$ cat src/rtl/gray_counter_param_pkg.sv
// Shared Gray-code helpers and types for the parametrised Gray counter and its
// converters. Functions work on the widest legal width; callers zero-extend.
package gray_counter_param_pkg;

    localparam int GRAY_MAX_WIDTH = 16;

    // Action chosen for the counter on a given clock edge.
    typedef enum logic [1:0] {
        STEP_HOLD = 2'b00,
        STEP_LOAD = 2'b01,
        STEP_UP   = 2'b10,
        STEP_DOWN = 2'b11
    } step_e;

    function automatic logic [GRAY_MAX_WIDTH-1:0] bin2gray(
        input logic [GRAY_MAX_WIDTH-1:0] bin
    );
        return bin ^ (bin >> 1);
    endfunction

    // Prefix XOR from the MSB down; zero-extended inputs convert correctly.
    function automatic logic [GRAY_MAX_WIDTH-1:0] gray2bin(
        input logic [GRAY_MAX_WIDTH-1:0] gray
    );
        logic [GRAY_MAX_WIDTH-1:0] bin;
        bin[GRAY_MAX_WIDTH-1] = gray[GRAY_MAX_WIDTH-1];
        for (int i = GRAY_MAX_WIDTH - 2; i >= 0; i--) begin
            bin[i] = bin[i+1] ^ gray[i];
        end
        return bin;
    endfunction

endpackage

$ cat src/rtl/gray_counter_param_if.sv
// Control and status bundle of the Gray counter. The master drives the
// step/load controls, the slave (the counter) returns its registered state.
interface gray_counter_param_if #(
    parameter int WIDTH = 3
) ();

    logic             En;
    logic             Dir;
    logic             Load;
    logic [WIDTH-1:0] LoadGray;
    logic             FlagClr;
    logic [WIDTH-1:0] Output;
    logic [WIDTH-1:0] Binary;
    logic             Overflow;
    logic             Underflow;
    logic             Wrap;

    modport master (
        output En, Dir, Load, LoadGray, FlagClr,
        input  Output, Binary, Overflow, Underflow, Wrap
    );

    modport slave (
        input  En, Dir, Load, LoadGray, FlagClr,
        output Output, Binary, Overflow, Underflow, Wrap
    );

endinterface

$ cat src/rtl/gray_counter_param_gray2bin_conv.sv
// Combinational Gray-to-binary converter: each binary bit is the XOR of all
// Gray bits from the MSB down to that position. Reusable by pointer syncs.
module gray2bin_conv #(
    parameter int WIDTH = 3
) (
    input  logic [WIDTH-1:0] gray,
    output logic [WIDTH-1:0] bin
);

    // Reduction per bit keeps the net graph acyclic (no bit feeds its neighbour).
    generate
        for (genvar gi = 0; gi < WIDTH; gi++) begin : g_bit
            assign bin[gi] = ^gray[WIDTH-1:gi];
        end
    endgenerate

endmodule

$ cat src/rtl/gray_counter_param.sv
// Parametrised up/down Gray counter with parallel Gray load, sticky wrap flags,
// a one-cycle wrap pulse and a registered binary shadow of the count.
module gray_counter_param
    import gray_counter_param_pkg::*;
#(
    parameter int               WIDTH     = 3,
    parameter logic [WIDTH-1:0] INIT_GRAY = '0
) (
    input  logic                 Clk,
    input  logic                 Reset,
    gray_counter_param_if.slave  bus
);

    localparam logic [WIDTH-1:0] ALL_ONES = {WIDTH{1'b1}};

    logic [WIDTH-1:0] bin_reg;
    logic [WIDTH-1:0] bin_next;
    logic [WIDTH-1:0] gray_reg;
    logic [WIDTH-1:0] gray_next;
    logic             overflow_reg;
    logic             overflow_next;
    logic             underflow_reg;
    logic             underflow_next;
    logic             wrap_reg;
    logic             wrap_next;

    logic [WIDTH-1:0] load_bin;
    logic [WIDTH-1:0] init_bin;
    logic             ovf_set;
    logic             unf_set;
    step_e            step;

    gray2bin_conv #(.WIDTH(WIDTH)) u_load_conv (
        .gray (bus.LoadGray),
        .bin  (load_bin)
    );

    gray2bin_conv #(.WIDTH(WIDTH)) u_init_conv (
        .gray (INIT_GRAY),
        .bin  (init_bin)
    );

    // Load outranks a step; Dir only matters when stepping.
    always_comb begin
        step = STEP_HOLD;
        if (bus.Load) begin
            step = STEP_LOAD;
        end else if (bus.En) begin
            step = bus.Dir ? STEP_UP : STEP_DOWN;
        end
    end

    always_comb begin
        bin_next  = bin_reg;
        gray_next = gray_reg;
        ovf_set   = 1'b0;
        unf_set   = 1'b0;
        case (step)
            STEP_LOAD: begin
                bin_next  = load_bin;
                gray_next = bus.LoadGray;
            end
            STEP_UP: begin
                bin_next  = bin_reg + 1'b1;
                ovf_set   = (bin_reg == ALL_ONES);
                gray_next = WIDTH'(bin2gray(GRAY_MAX_WIDTH'(bin_next)));
            end
            STEP_DOWN: begin
                bin_next  = bin_reg - 1'b1;
                unf_set   = (bin_reg == '0);
                gray_next = WIDTH'(bin2gray(GRAY_MAX_WIDTH'(bin_next)));
            end
            default: begin
                bin_next  = bin_reg;
                gray_next = gray_reg;
            end
        endcase
    end

    // A wrap on the same edge as FlagClr keeps its own flag set.
    always_comb begin
        wrap_next      = ovf_set | unf_set;
        overflow_next  = ovf_set | (overflow_reg  & ~bus.FlagClr);
        underflow_next = unf_set | (underflow_reg & ~bus.FlagClr);
    end

    always_ff @(posedge Clk or posedge Reset) begin
        if (Reset) begin
            bin_reg       <= init_bin;
            gray_reg      <= INIT_GRAY;
            overflow_reg  <= 1'b0;
            underflow_reg <= 1'b0;
            wrap_reg      <= 1'b0;
        end else begin
            bin_reg       <= bin_next;
            gray_reg      <= gray_next;
            overflow_reg  <= overflow_next;
            underflow_reg <= underflow_next;
            wrap_reg      <= wrap_next;
        end
    end

    assign bus.Output    = gray_reg;
    assign bus.Binary    = bin_reg;
    assign bus.Overflow  = overflow_reg;
    assign bus.Underflow = underflow_reg;
    assign bus.Wrap      = wrap_reg;

endmodule
$ cat src/flat_wrapper.sv
// flat-port wrapper written by rule: the top's interface ports become plain ports
module gray_counter_param_flat import gray_counter_param_pkg::*;
#(
    parameter int               WIDTH     = 3,
    parameter logic [WIDTH-1:0] INIT_GRAY = '0
)
  (Clk, Reset, bus_En, bus_Dir, bus_Load, bus_LoadGray, bus_FlagClr, bus_Output, bus_Binary, bus_Overflow, bus_Underflow, bus_Wrap);
  gray_counter_param_if #(.WIDTH(WIDTH)) bus_i ();
  input  logic Clk;
  input  logic Reset;
  input wire logic [$bits(bus_i.En)-1:0] bus_En;
  input wire logic [$bits(bus_i.Dir)-1:0] bus_Dir;
  input wire logic [$bits(bus_i.Load)-1:0] bus_Load;
  input wire logic [$bits(bus_i.LoadGray)-1:0] bus_LoadGray;
  input wire logic [$bits(bus_i.FlagClr)-1:0] bus_FlagClr;
  output wire logic [$bits(bus_i.Output)-1:0] bus_Output;
  output wire logic [$bits(bus_i.Binary)-1:0] bus_Binary;
  output wire logic [$bits(bus_i.Overflow)-1:0] bus_Overflow;
  output wire logic [$bits(bus_i.Underflow)-1:0] bus_Underflow;
  output wire logic [$bits(bus_i.Wrap)-1:0] bus_Wrap;
  assign bus_i.En = bus_En;
  assign bus_i.Dir = bus_Dir;
  assign bus_i.Load = bus_Load;
  assign bus_i.LoadGray = bus_LoadGray;
  assign bus_i.FlagClr = bus_FlagClr;
  assign bus_Output = bus_i.Output;
  assign bus_Binary = bus_i.Binary;
  assign bus_Overflow = bus_i.Overflow;
  assign bus_Underflow = bus_i.Underflow;
  assign bus_Wrap = bus_i.Wrap;
  gray_counter_param #(.WIDTH(WIDTH), .INIT_GRAY(INIT_GRAY)) u_core (.Clk(Clk), .Reset(Reset), .bus(bus_i));
endmodule
$ cat config.mk
export PLATFORM = sky130hd
export DESIGN_NAME = gray_counter_param_flat
export DESIGN_NICKNAME = d
export VERILOG_FILES = /design/src/rtl/gray_counter_param_pkg.sv /design/src/rtl/gray_counter_param_if.sv /design/src/rtl/gray_counter_param_gray2bin_conv.sv /design/src/rtl/gray_counter_param.sv /design/src/flat_wrapper.sv
export SDC_FILE = /design/constraint.sdc
export NUM_CORES = 1
export LEC_CHECK = 0
export BUFFER_PORTS_ARGS = -buffer_cell sky130_fd_sc_hd__buf_2
export CAP_MARGIN = 20
export CORE_AREA = 2 2 39 41
export DETAILED_ROUTE_END_ITERATION = 7
export DIE_AREA = 0 0 41 43
export SYNTH_ARGS = -nofsm -noshare
export SYNTH_HDL_FRONTEND = slang
export SYNTH_SLANG_ARGS = --single-unit
$ cat constraint.sdc
create_clock -name Clk -period 1.9 [get_ports Clk]
set_input_delay 0.095 -clock Clk [delete_from_list [all_inputs] [get_ports Clk]]
set_output_delay 0.095 -clock Clk [all_outputs]
set_load 0.005 [all_outputs]
* After elaboration in Yosys (flattened, before gate mapping) *
Cells that the tools add are included.

storage, ports and cells
  register bits = 9
  input port bits = 9
  output and inout bits = 9
  logic and storage cells = 30

cells by class
  add/subtract/negate cells = 2
  eq/ne operators = 4
  multiplexer cells = 7
  bitwise logic cells = 8
  reduce and logical (&&, ||, !) cells = 4

operator list
  cell                                              count
  case mux 3 bit (3 select lines)                   2
  bitwise XOR 3 x 2 -> 3 bit                        2
  == test 2 bit, second input constant              2
  2-to-1 mux 2 bit                                  2
  adder 3 x 1 -> 3 bit, second input constant       1
  == test 3 bit, second input constant              1
  logical NOT 3 bit                                 1
  2-to-1 mux 1 bit                                  3
  bitwise OR 1 bit                                  3
  nonzero test 3 bit                                1
  XOR reduction 3 bit                               1
  subtractor 3 x 1 -> 3 bit, second input constant  1
  bitwise AND 1 bit                                 2
  == test 2 x 1 -> 1 bit, second input constant     1
  XOR reduction 2 bit                               1
  NOT 1 bit                                         1

* Logic depth before layout (Yosys ltp) *
  depth after elaboration = 6
  mapped depth = 6
  depth with buffers taken out = 6

* Worst setup path before layout *
OpenSTA, ideal clock, no wires.

  path type = reg-to-reg
  start point = reg u_core.bin_reg[0] (netlist: u_core.bus.Binary[0])
  end point = reg u_core.gray_reg[2] (netlist: u_core.bus.Output[2])
  setup time = 0.136 ns
  data arrival time = 1.331 ns
  data required time = 1.764 ns
  slack = 0.433 ns
  cell stages (with the launch flop) = 6
  buffers on the path = 0
  clock period less this slack = 1.467 ns
  path through = dfrtp_1 -> ha_1 -> ha_1 -> a22o_2 -> a22oi_1 -> o21ai_0

on the way
  cells in the longest elaborated chain, start to end = 3
  elaborated cells between the ends (all ways) = 5
  those cells by class = add/sub: 2; mux: 1; bitwise: 2

ends and longest elaborated chain
  element                                                                   line                                                source
  start, declared                                                           gray_counter_param.sv:16                            logic [WIDTH-1:0] bin_reg;
  start signal, assigned                                                    gray_counter_param.sv:89                            bin_reg <= init_bin;
  start signal, assigned                                                    gray_counter_param.sv:95                            bin_reg <= bin_next;
  subtractor 3 x 1 -> 3 bit / adder 3 x 1 -> 3 bit (equally long branches)  gray_counter_param.sv:69, gray_counter_param.sv:64
  bitwise XOR 3 x 2 -> 3 bit                                                gray_counter_param_pkg.sv:18                        return bin ^ (bin >> 1);
  case mux 3 bit (3 select lines) (*)                                       gray_counter_param.sv:58                            case (step)
  end signal, assigned                                                      gray_counter_param.sv:96                            gray_reg <= gray_next;
  end, declared                                                             gray_counter_param.sv:18                            logic [WIDTH-1:0] gray_reg;

Mark *: on every way between the ends. The rest lies on a longest branch, timed or not.
A chain may end at the register's enable or synchronous reset.

* Final worst setup path *
  start point = reg u_core.bin_reg[0] (netlist: u_core.bus.Binary[0])
  end point = reg u_core.gray_reg[0] (netlist: u_core.bus.Output[0])

The elaborated chain is that of the path after synthesis.

==> metrics.log <==
[metrics] final RePlAce weighted congestion: 0.732
[metrics] stage delay of the slowest cell on the critical path: 0.45 ns
[metrics] cell class contributing the biggest share of worst-path delay: flip-flops
[metrics] global-route wire length before repair: 1550 um
[metrics] met2 WL: 390 um
[metrics] final sum of negative setup slack: 0 ns
[metrics] count of warnings emitted by yosys: 0
[metrics] clock sink total: 8
[metrics] metal1 wirelength: 504 um
[metrics] maximum count of clock buffers along a single path: 2
[metrics] detailed-route vias per instance: 4.72
[metrics] Min Clock Period, post-route: 1.58 ns
[metrics] final worst clock skew: 0.00511 ns
[metrics] clock-pin slew on the worst setup and hold paths: 0.06 ns
[metrics] total half-perimeter wirelength after legalization and detailed placement: 716 um
[metrics] final max-slew violation count: 0
[metrics] most common cell in the netlist: sky130_fd_sc_hd__dfrtp_1
[metrics] vias in the first global route: 345
[metrics] antenna violations before repair: 0
[metrics] Vias: 415
[metrics] Top cell by count, worst path: sky130_fd_sc_hd__xnor2_1
[metrics] proportion of netlist area held by the largest area contributor: 0.405
[metrics] count of final setup violators: 0
[metrics] area growth from synthesis to final layout: 24.6%
[metrics] Critical path origin: u_core.bus.Binary[0]
[metrics] leakage power total: 0.316 nW
[metrics] Inserted Clock Buffers: 3
[metrics] setup fix buffers added after clock tree synthesis: 0
[metrics] Core Area: 0.00138 mm^2
[metrics] sum of overflow across all layers after global routing: 0
[metrics] maximum number of pins on one net before global-route repair: 14
[metrics] result of the run: complete, no violations
[metrics] Top FF cell, synth: sky130_fd_sc_hd__dfrtp_1
[metrics] final-report hold violation count: 0
[metrics] highest net fanout along the worst path: 5
[metrics] Post-route DRC: 0
[metrics] data required time at the worst endpoint: 2.09 ns
[metrics] per-instance average area after synthesis: 9.15 um^2
[metrics] start of the worst register-to-register path: u_core.bus.Binary[0]
[metrics] starting utilization of the core area: 0.357
[metrics] clock latency on the worst-skew pair: 0.26 ns
[metrics] net count reported at finish: 87
[metrics] share of async-settable or async-resettable flops after synthesis: 1.00
[metrics] reported net switching power: 178 uW
[metrics] arrival time at the worst endpoint: 1.77 ns
[metrics] kind of capture point of the worst setup path: register
[metrics] wire length per cell after detailed routing: 11.1 um
[metrics] origin of the worst min-delay path: bus_FlagClr
[metrics] Cells after Synth: 54
[metrics] worst hold path type: primary input to register
[metrics] top-level I/O count: 18
[metrics] GRT Resource Usage Total: 0.135
[metrics] post-route antenna net violation count: 0
[metrics] synth unique cells: 21
[metrics] post-detailed-routing wire length: 974 um
[metrics] fraction of power consumed by sequential logic: 0.405
[metrics] standard cell with the maximum stage delay on the critical path: sky130_fd_sc_hd__dfrtp_1
[metrics] area enclosed by the die boundary: 0.00176 mm^2
[metrics] Net Count, Synth: 67
[metrics] top cell types by occurrence after synthesis: sky130_fd_sc_hd__dfrtp_1 (8), sky130_fd_sc_hd__nand2_1 (6), sky130_fd_sc_hd__inv_1 (5)
[metrics] FP Rows: 14
[metrics] Buffers on Ports: 17
[metrics] Synth Cell Area: 494 um^2
[metrics] cell type with the highest aggregate area in the netlist: sky130_fd_sc_hd__dfrtp_1
[metrics] clock tree from TritonCTS: built
[metrics] number of storage elements in the synthesis netlist: 8
[metrics] worst voltage drop across the vdd grid: 0.448 mV
[metrics] headroom to the max-slew limit: 0.788
[metrics] H-tree levels: 1
[metrics] sequential area share after synthesis: 0.405
[metrics] drt first-iter violations: 2
[metrics] wire length on met3: 79 um
[metrics] Comb power frac: 0.332
[metrics] Die Ht: 43 um
[metrics] Post-Place Cells: 84
[metrics] final standard cell count with taps included and fillers excluded: 88
[metrics] clock power share: 0.264
[metrics] cells traversed along the worst timing path: inv_1 -> ha_1 -> xnor2_1 -> xnor2_1 -> mux2i_1 -> o21ai_1
[metrics] library cell used as clock root buffer: sky130_fd_sc_hd__clkbuf_4
[metrics] Max-Cap Viols: 0
[metrics] setup repair after global routing missed its margin: no
[metrics] Worst Max-Slew Pin Slew: 0.317 ns
[metrics] final antenna diode count: 0
[metrics] count of buffering cells on the critical path with inverters included: 1
[metrics] Net Sw Frac: 0.334
[metrics] critical path class: register to register
[metrics] x dimension of the die: 41 um
[metrics] post-route fraction of the period consumed by the critical path: 0.832
[metrics] highest signal layer in the routed design: met3
[metrics] DRT Pass-1 Iters: 3
[metrics] share of layout cells above drive strength 1: 0.292
[metrics] areal power density over the cells: 866 mW/mm^2
[metrics] P_int: 355 uW
[metrics] cell types with the largest area share after synthesis: sky130_fd_sc_hd__dfrtp_1 (41%), sky130_fd_sc_hd__ha_1 (10%), sky130_fd_sc_hd__xnor2_1 (5.3%)
[metrics] number of synthesized flops with an enable pin: 0
[metrics] kind of launch point of the worst setup path: register
[metrics] f_max: 632 MHz
state kept, by name, summed over array words and instances (netlist names):
name                  flops
u_core.bus.Output         3
u_core.bus.Wrap           1
u_core.bus.Binary         2
u_core.bus.Underflow      1
u_core.bus.Overflow       1
power groups by stage:
stage                     Combinational, mW  Clock [mW]  Sequential [mW]
after CTS                             0.178       0.145            0.216
after detailed placement              0.175           0            0.218
after global placement                0.175           0            0.218
final                                 0.177       0.141            0.216
after global routing                  0.200       0.154            0.221
after floorplan                       0.123           0            0.218
metrics by stage:
| step | setup slack (ns) | instance area [um^2] | total power [mW] | hold WS [ns] | utilization |
|---|---|---|---|---|---|
| after global routing | 0.216 | 616 | 0.574 | 0.0372 | 0.445 |
| after CTS | 0.338 | 616 | 0.538 | 0.0266 | 0.445 |
| final | 0.319 | 616 | 0.533 | 0.0282 | 0.445 |
| after floorplan | 0.433 | 494 | 0.342 | -0.0893 | - |
| after global placement | 0.397 | 583 | 0.393 | 0.0564 | 0.421 |
| after detailed placement | 0.335 | 583 | 0.393 | 0.0558 | 0.421 |
worst register-to-register path, cell delays in order (launching register included):
cell,delay [ns]
sky130_fd_sc_hd__dfrtp_1,0.45
sky130_fd_sc_hd__inv_1,0.09
sky130_fd_sc_hd__ha_1,0.34
sky130_fd_sc_hd__xnor2_1,0.26
sky130_fd_sc_hd__xnor2_1,0.15
sky130_fd_sc_hd__mux2i_1,0.09
sky130_fd_sc_hd__o21ai_1,0.12
layout make-up:
class,count,area [um^2]
Fill cell,145,768
Multi-Input combinational cell,38,259
Sequential cell,8,200
Timing Repair Buffer,18,95.1
Clock buffer,3,22.5
Tap cell,16,20.0
Inverter,5,18.8
per-layer routing:
layer | up-vias | global-route usage
li1 | 220 | -
met1 | 177 | 0.207
met2 | 18 | 0.156
met3 | 0 | 0.0785
met4 | 0 | 0.0400
met5 | - | 0
worst paths after layout:
kind	end	slack (ns)	cells after the start
min	u_core.bus.Underflow	0.03	2
max	u_core.bus.Output[0]	0.32	6
max reg2reg	u_core.bus.Output[0]	0.32	6
min in group asynchronous	u_core.bus.Binary[1]	0.32	3
max in group asynchronous	u_core.bus.Wrap	1.34	3
min reg2reg	u_core.bus.Underflow	0.53	2
cells by family after synthesis:
logic type               share of synthesized area
flip-flops                                   0.405
buffers and inverters                       0.0709
AO/OA/AOI/OAI                                0.162
adder cells (fa/ha/maj)                      0.101
AND/OR/NAND/NOR                              0.114
multiplexers                                0.0405
XOR/XNOR                                     0.106
layout by cell type, fill, tap and decap left out:
cell type	instances
sky130_fd_sc_hd__buf_2	17
sky130_fd_sc_hd__dfrtp_1	8
sky130_fd_sc_hd__nand2_1	6
sky130_fd_sc_hd__inv_1	5
sky130_fd_sc_hd__nor2_1	4
sky130_fd_sc_hd__o21ai_0	4
sky130_fd_sc_hd__ha_1	4
sky130_fd_sc_hd__xor2_1	3
sky130_fd_sc_hd__xnor2_1	3
sky130_fd_sc_hd__clkbuf_4	3
sky130_fd_sc_hd__a21oi_1	2
sky130_fd_sc_hd__mux2i_1	2
sky130_fd_sc_hd__o22ai_1	2
sky130_fd_sc_hd__a22oi_1	2
sky130_fd_sc_hd__nand2b_1	1
sky130_fd_sc_hd__o21ai_1	1
sky130_fd_sc_hd__a22o_2	1
sky130_fd_sc_hd__nand3b_1	1
sky130_fd_sc_hd__nand3_1	1
sky130_fd_sc_hd__o211ai_1	1
sky130_fd_sc_hd__dlygate4sd3_1	1
timing repair:
action                                 4_1_cts  5_1_grt
resized for setup                            0        0
hold buffers                                 1        0
setup endpoints to repair                    0        0
endpoints found under the hold margin        8        0
Power figures use the tool's default switching activity.
